File: config.mk
export PLATFORM = sky130hd
export DESIGN_NAME = regfile_mp
export DESIGN_NICKNAME = d
export VERILOG_FILES = /design/src/rtl/regfile_pkg.sv /design/src/rtl/regfile_scoreboard.sv /design/src/rtl/regfile_mp.sv
export SDC_FILE = /design/constraint.sdc
export NUM_CORES = 2
export LEC_CHECK = 0
export ABC_AREA = 1
export BUFFER_PORTS_ARGS = -buffer_cell sky130_fd_sc_hd__buf_2
export CAP_MARGIN = 20
export CORE_MARGIN = 5
export CORE_UTILIZATION = 30
export CTS_CLUSTER_DIAMETER = 100
export DETAILED_ROUTE_END_ITERATION = 8
export GPL_ROUTABILITY_DRIVEN = 0
export PLACE_DENSITY = 0.48
export SYNTH_ARGS = -nofsm -noshare
export SYNTH_HDL_FRONTEND = slang
export SYNTH_SLANG_ARGS = --single-unit
File: constraint.sdc
create_clock -name clk -period 31.7 [get_ports clk]
set_input_delay 3.17 -clock clk [delete_from_list [all_inputs] [get_ports clk]]
set_output_delay 3.17 -clock clk [all_outputs]
set_load 0.1 [all_outputs]
File: src/rtl/regfile_pkg.sv
// Shared types and helpers for the multi-port register file.
package regfile_pkg;

  typedef enum logic [0:0] {
    RF_IDLE  = 1'b0,
    RF_CLEAR = 1'b1
  } rf_state_e;

  function automatic int unsigned rf_aw(input int unsigned nregs);
    return $clog2(nregs);
  endfunction

  // LSB position of port idx inside a packed bus of width-bit fields
  function automatic int unsigned rf_lsb(input int unsigned idx, input int unsigned width);
    return idx * width;
  endfunction

endpackage

File: src/rtl/regfile_scoreboard.sv
// Busy-bit scoreboard: issue sets, accepted writeback clears, clear sequence wipes all.
module regfile_scoreboard
  import regfile_pkg::*;
#(
  parameter int NREGS  = 32,
  parameter int NUM_WR = 1,
  localparam int AW    = rf_aw(NREGS)
) (
  input  logic                 clk,
  input  logic                 reset,
  input  logic                 clr_all,
  input  logic                 set_en,
  input  logic [AW-1:0]        set_addr,
  input  logic [NUM_WR-1:0]    wb_en,
  input  logic [NUM_WR*AW-1:0] wb_addr,
  output logic [NREGS-1:0]     busy
);

  always_ff @(posedge clk or posedge reset) begin
    if (reset) begin
      busy <= '0;
    end else if (clr_all) begin
      busy <= '0;
    end else begin
      for (int unsigned i = 0; i < NUM_WR; i++) begin
        if (wb_en[i]) busy[wb_addr[rf_lsb(i, AW) +: AW]] <= 1'b0;
      end
      // Set after clear so a new producer issued this cycle stays outstanding
      if (set_en) busy[set_addr] <= 1'b1;
    end
  end

endmodule

File: src/rtl/regfile_mp.sv
// Multi-port integer register file with x0 hardwired to 0, busy scoreboard and clear sequencer.
// Optional REGFILE_BYPASS_EN: same-cycle write-to-read forwarding.
module regfile_mp
  import regfile_pkg::*;
#(
  parameter int XLEN   = 32,
  parameter int NREGS  = 32,
  parameter int NUM_RD = 2,
  parameter int NUM_WR = 1,
  localparam int AW    = rf_aw(NREGS)
) (
  input  logic                   clk,
  input  logic                   reset,
  input  logic                   clr_req,
  output logic                   clr_busy,
  input  logic [NUM_WR-1:0]      we,
  input  logic [NUM_WR*AW-1:0]   waddr,
  input  logic [NUM_WR*XLEN-1:0] wdata,
  input  logic [NUM_RD*AW-1:0]   raddr,
  output logic [NUM_RD*XLEN-1:0] rdata,
  output logic [NUM_RD-1:0]      rbusy,
  input  logic                   iss_valid,
  input  logic [AW-1:0]          iss_rd
);

  localparam logic [AW-1:0] LAST = AW'(NREGS - 1);

  rf_state_e         state;
  logic [AW-1:0]     cnt;
  logic [XLEN-1:0]   regs [NREGS];
  logic              idle;
  logic              clr_start;
  logic [NUM_WR-1:0] wr_ok;
  logic [NREGS-1:0]  busy;

  assign idle      = (state == RF_IDLE);
  assign clr_busy  = (state == RF_CLEAR);
  assign clr_start = idle && clr_req;

  always_comb begin
    wr_ok = '0;
    for (int unsigned i = 0; i < NUM_WR; i++) begin
      wr_ok[i] = we[i] && idle && (waddr[rf_lsb(i, AW) +: AW] != '0);
    end
  end

  always_ff @(posedge clk or posedge reset) begin
    if (reset) begin
      state <= RF_IDLE;
      cnt   <= '0;
    end else begin
      case (state)
        RF_IDLE: begin
          if (clr_req) begin
            state <= RF_CLEAR;
            cnt   <= AW'(1);
          end
        end
        RF_CLEAR: begin
          if (cnt == LAST) begin
            state <= RF_IDLE;
            cnt   <= '0;
          end else begin
            cnt <= cnt + AW'(1);
          end
        end
        default: state <= RF_IDLE;
      endcase
    end
  end

  // Ascending port order makes the highest-index port win on address collisions
  always_ff @(posedge clk or posedge reset) begin
    if (reset) begin
      for (int unsigned r = 0; r < NREGS; r++) regs[r] <= '0;
    end else if (state == RF_CLEAR) begin
      regs[cnt] <= '0;
    end else begin
      for (int unsigned i = 0; i < NUM_WR; i++) begin
        if (wr_ok[i]) regs[waddr[rf_lsb(i, AW) +: AW]] <= wdata[rf_lsb(i, XLEN) +: XLEN];
      end
    end
  end

  regfile_scoreboard #(
    .NREGS (NREGS),
    .NUM_WR(NUM_WR)
  ) u_scoreboard (
    .clk     (clk),
    .reset   (reset),
    .clr_all (clr_start),
    .set_en  (iss_valid && idle && (iss_rd != '0)),
    .set_addr(iss_rd),
    .wb_en   (wr_ok),
    .wb_addr (waddr),
    .busy    (busy)
  );

  always_comb begin
    rdata = '0;
    rbusy = '0;
    for (int unsigned r = 0; r < NUM_RD; r++) begin
      logic [AW-1:0] ra;
      ra = raddr[rf_lsb(r, AW) +: AW];
      if (ra != '0) begin
        rdata[rf_lsb(r, XLEN) +: XLEN] = regs[ra];
        rbusy[r]                       = busy[ra];
`ifdef REGFILE_BYPASS_EN
        for (int unsigned i = 0; i < NUM_WR; i++) begin
          if (wr_ok[i] && (waddr[rf_lsb(i, AW) +: AW] == ra)) begin
            rdata[rf_lsb(r, XLEN) +: XLEN] = wdata[rf_lsb(i, XLEN) +: XLEN];
            rbusy[r]                       = 1'b0;
          end
        end
`endif
      end
    end
  end

endmodule

==> results by group <==
Synthesis
  – Syn_nets: 8825
  – Post-Synthesis Cells: 8763
  – Synth area leaders: dfrtp_1, nand2_1, nand3_1
  – Mapped Area: 61200 um^2
  – Flops & latches, synth: 1062
  – YS warnings: 0
  – Sequential area share after synthesis: 43.4%
  – Yosys top cell by area: dfrtp_1
  – Mapped Avg Cell Area: 6.99 um^2
  – Library cells used by synthesis: 33
  – Top cell type's share of synthesized area: 43.4%

Placement
  – PortBufs: 123
  – Final HPWL DP: 151 mm
  – Placed cells: 10924
  – Post-DP Area: 63400 um^2

Detailed routing
  – Routed len/inst: 25.9 um
  – Post-route DRC: 0
  – DRT iter0 DRCs: 7584
  – Iteration count of the initial detailed-routing pass: 6
  – Vias after detailed routing: 62616
  – Final ANT Viol Nets: 0
  – Routed wire length: 289 mm
  – Vias per cell: 5.61

Clock network
  – CTS tree: yes
  – Resized cells post-CTS: 0
  – # clock sinks: 1062
  – Total CTS buffers: 121
  – Clock latency on the worst-skew pair: 0.77 ns
  – H-Tree Depth: 3
  – CTS Hold Bufs: 0
  – Reg clk slew, reported paths: 0.06 ns
  – Post CTS Setup Buffer Count: 0
  – Bufs on Longest Clock Path: 3
  – Root Buffer: clkbuf_16

Floorplan
  – Die Footprint: 213000 um^2
  – DIE WIDTH: 462 um
  – Floorplan Core Area: 203000 um^2
  – Effective utilization at floorplan: 30.2%
  – FP Rows: 165
  – Die Height: 462 um
  – Ports: 124

Layout
  – Most common cell after layout, fill and taps aside: nand2_1
  – Final instance area: 67700 um^2
  – Fillers: 21517
  – Fraction of layout cells with a size suffix above 1: 6.95%
  – Most frequent cells in the layout: nand2_1, nand3_1, dfrtp_1, inv_1, o22ai_1
  – Syn-to-layout area delta: 10.5%
  – Non-Filler Instances: 11161
  – Final #Nets: 8439

Timing
  – Min cycle time layout: 11.30 ns
  – Setup violators final: 0
  – Least-Margin Pin Slew: 1.18 ns
  – Hold_ws: 0.494 ns
  – Rel. slew slack: 21.6%
  – Post-route setup TNS: 0 ns
  – RSZ-0062 raised after global routing: no
  – Final worst path period share: 35.6%
  – Worst Skew: 0.0201 ns
  – Fmax: 88.5 MHz
  – Fin. Hold Viols: 0
  – Max-slew violation count: 0

Global route
  – Initial antenna violation count: 16
  – Total track usage: 26.3%
  – GR Overflow Total: 0
  – First-pass GRT wire length: 422 mm
  – Vias in the first global route: 60466
  – Largest net degree at the start of global routing: 195

Worst setup path
  – Crit path max fanout: 81
  – Critical path arrival: 8.13 ns
  – Worst endpoint required time: 28.53 ns
  – Critical path class: input port to output pin
  – Worst setup EP type: output pin
  – Setup crit start kind: input port

Pwr
  – PwrDens: 63.6 nW/um^2
  – Leak: 0.0303 uW
  – Worst IR drop on VDD: 0.0408 mV

Job
  – Max Cap Viol: 0

Outcome
  – Status: completed

Worst hold path
  – Hold crit path type: flip-flop to flip-flop
critical path, cell delays in order:
cell	delay, ns
buf_8	0.37
buf_4	0.71
buf_4	0.72
buf_4	0.95
buf_4	0.73
nand2_1	0.11
nand3_1	0.10
nand3_1	0.09
nand2_1	0.09
nand2_1	0.05
nand2_1	0.08
nor2_1	0.06
nor2_1	0.28
buf_2	0.49
cells by family after synthesis:
group	share of synthesized area [%]
XOR/XNOR	0.0143
AND/OR/NAND/NOR	33.5
adder cells (fa/ha/maj)	0.102
flip-flops	43.4
AO/OA/AOI/OAI	12.2
buffers and inverters	10.8
report_power, final:
| group | internal (uW) | switching, uW | leakage, uW | total, uW |
|---|---|---|---|---|
| Combinational | 300 | 755 | 0.0135 | 1050 |
| Sequential | 1570 | 170 | 0.0147 | 1740 |
| Clock | 887 | 624 | 0.00210 | 1510 |
| Total | 2760 | 1550 | 0.0303 | 4310 |
cell usage after synthesis, drive strengths merged:
cell type	number
nand2	2812
nand3	1753
dfrtp	1062
inv	816
o22ai	708
clkbuf	425
buf	364
o21ai	362
nor2	262
a21oi	107
o211ai	50
nor3	11
o31ai	8
nand4	7
clkinv	5
ha	5
or2	4
nor4	1
xor2	1
area by class of cell:
class,count,area [um^2],share of cell area (%)
antenna,10,25.0,0.0370
clock buffer,196,3890,5.74
clock inverter,29,334,0.494
inverter,821,3140,4.63
multi-input combinational,6091,28400,41.9
sequential,1062,26600,39.3
tap,2672,3340,4.94
timing repair buffer,280,1990,2.94
through the flow:
step | worst slack (ns) | utilization (%) | power (uW)
after floorplan | 13.88 | - | 2440
after global placement | 20.47 | 31.3 | 2780
after detailed placement | 20.51 | 31.3 | 2790
after CTS | 20.51 | 33.4 | 4310
after global routing | 20.29 | 33.4 | 4500
final | 20.40 | 33.4 | 4310
flip-flops by register name (all words and copies together), names as in the netlist:
name / count
cnt: 5
clr_busy: 1
u_scoreboard.busy: 32
regs: 1024
layer usage:
| metal | track usage [%] | up-vias | part of all wire [%] |
|---|---|---|---|
| met5 | 0 | - | 0.024 |
| met4 | 13.0 | 10 | 5.4 |
| met3 | 4.48 | 715 | 8.9 |
| met2 | 41.5 | 3346 | 44 |
| met1 | 34.9 | 30544 | 41 |
| li1 | - | 28001 | - |
worst paths after layout:
kind                       startpoint         end  slack (ns)  cells after the start
hold reg to reg            regs[1001]  regs[1001]        0.49                      2
setup / recovery             raddr[5]   rdata[42]       20.40                     14
setup reg to reg             clr_busy   regs[391]       27.73                      7
min in group asynchronous       reset   regs[794]        2.53                      2
hold / removal             regs[1001]  regs[1001]        0.49                      2
max in group asynchronous       reset   regs[289]       26.13                      5
(Power assumes the default switching activity.)
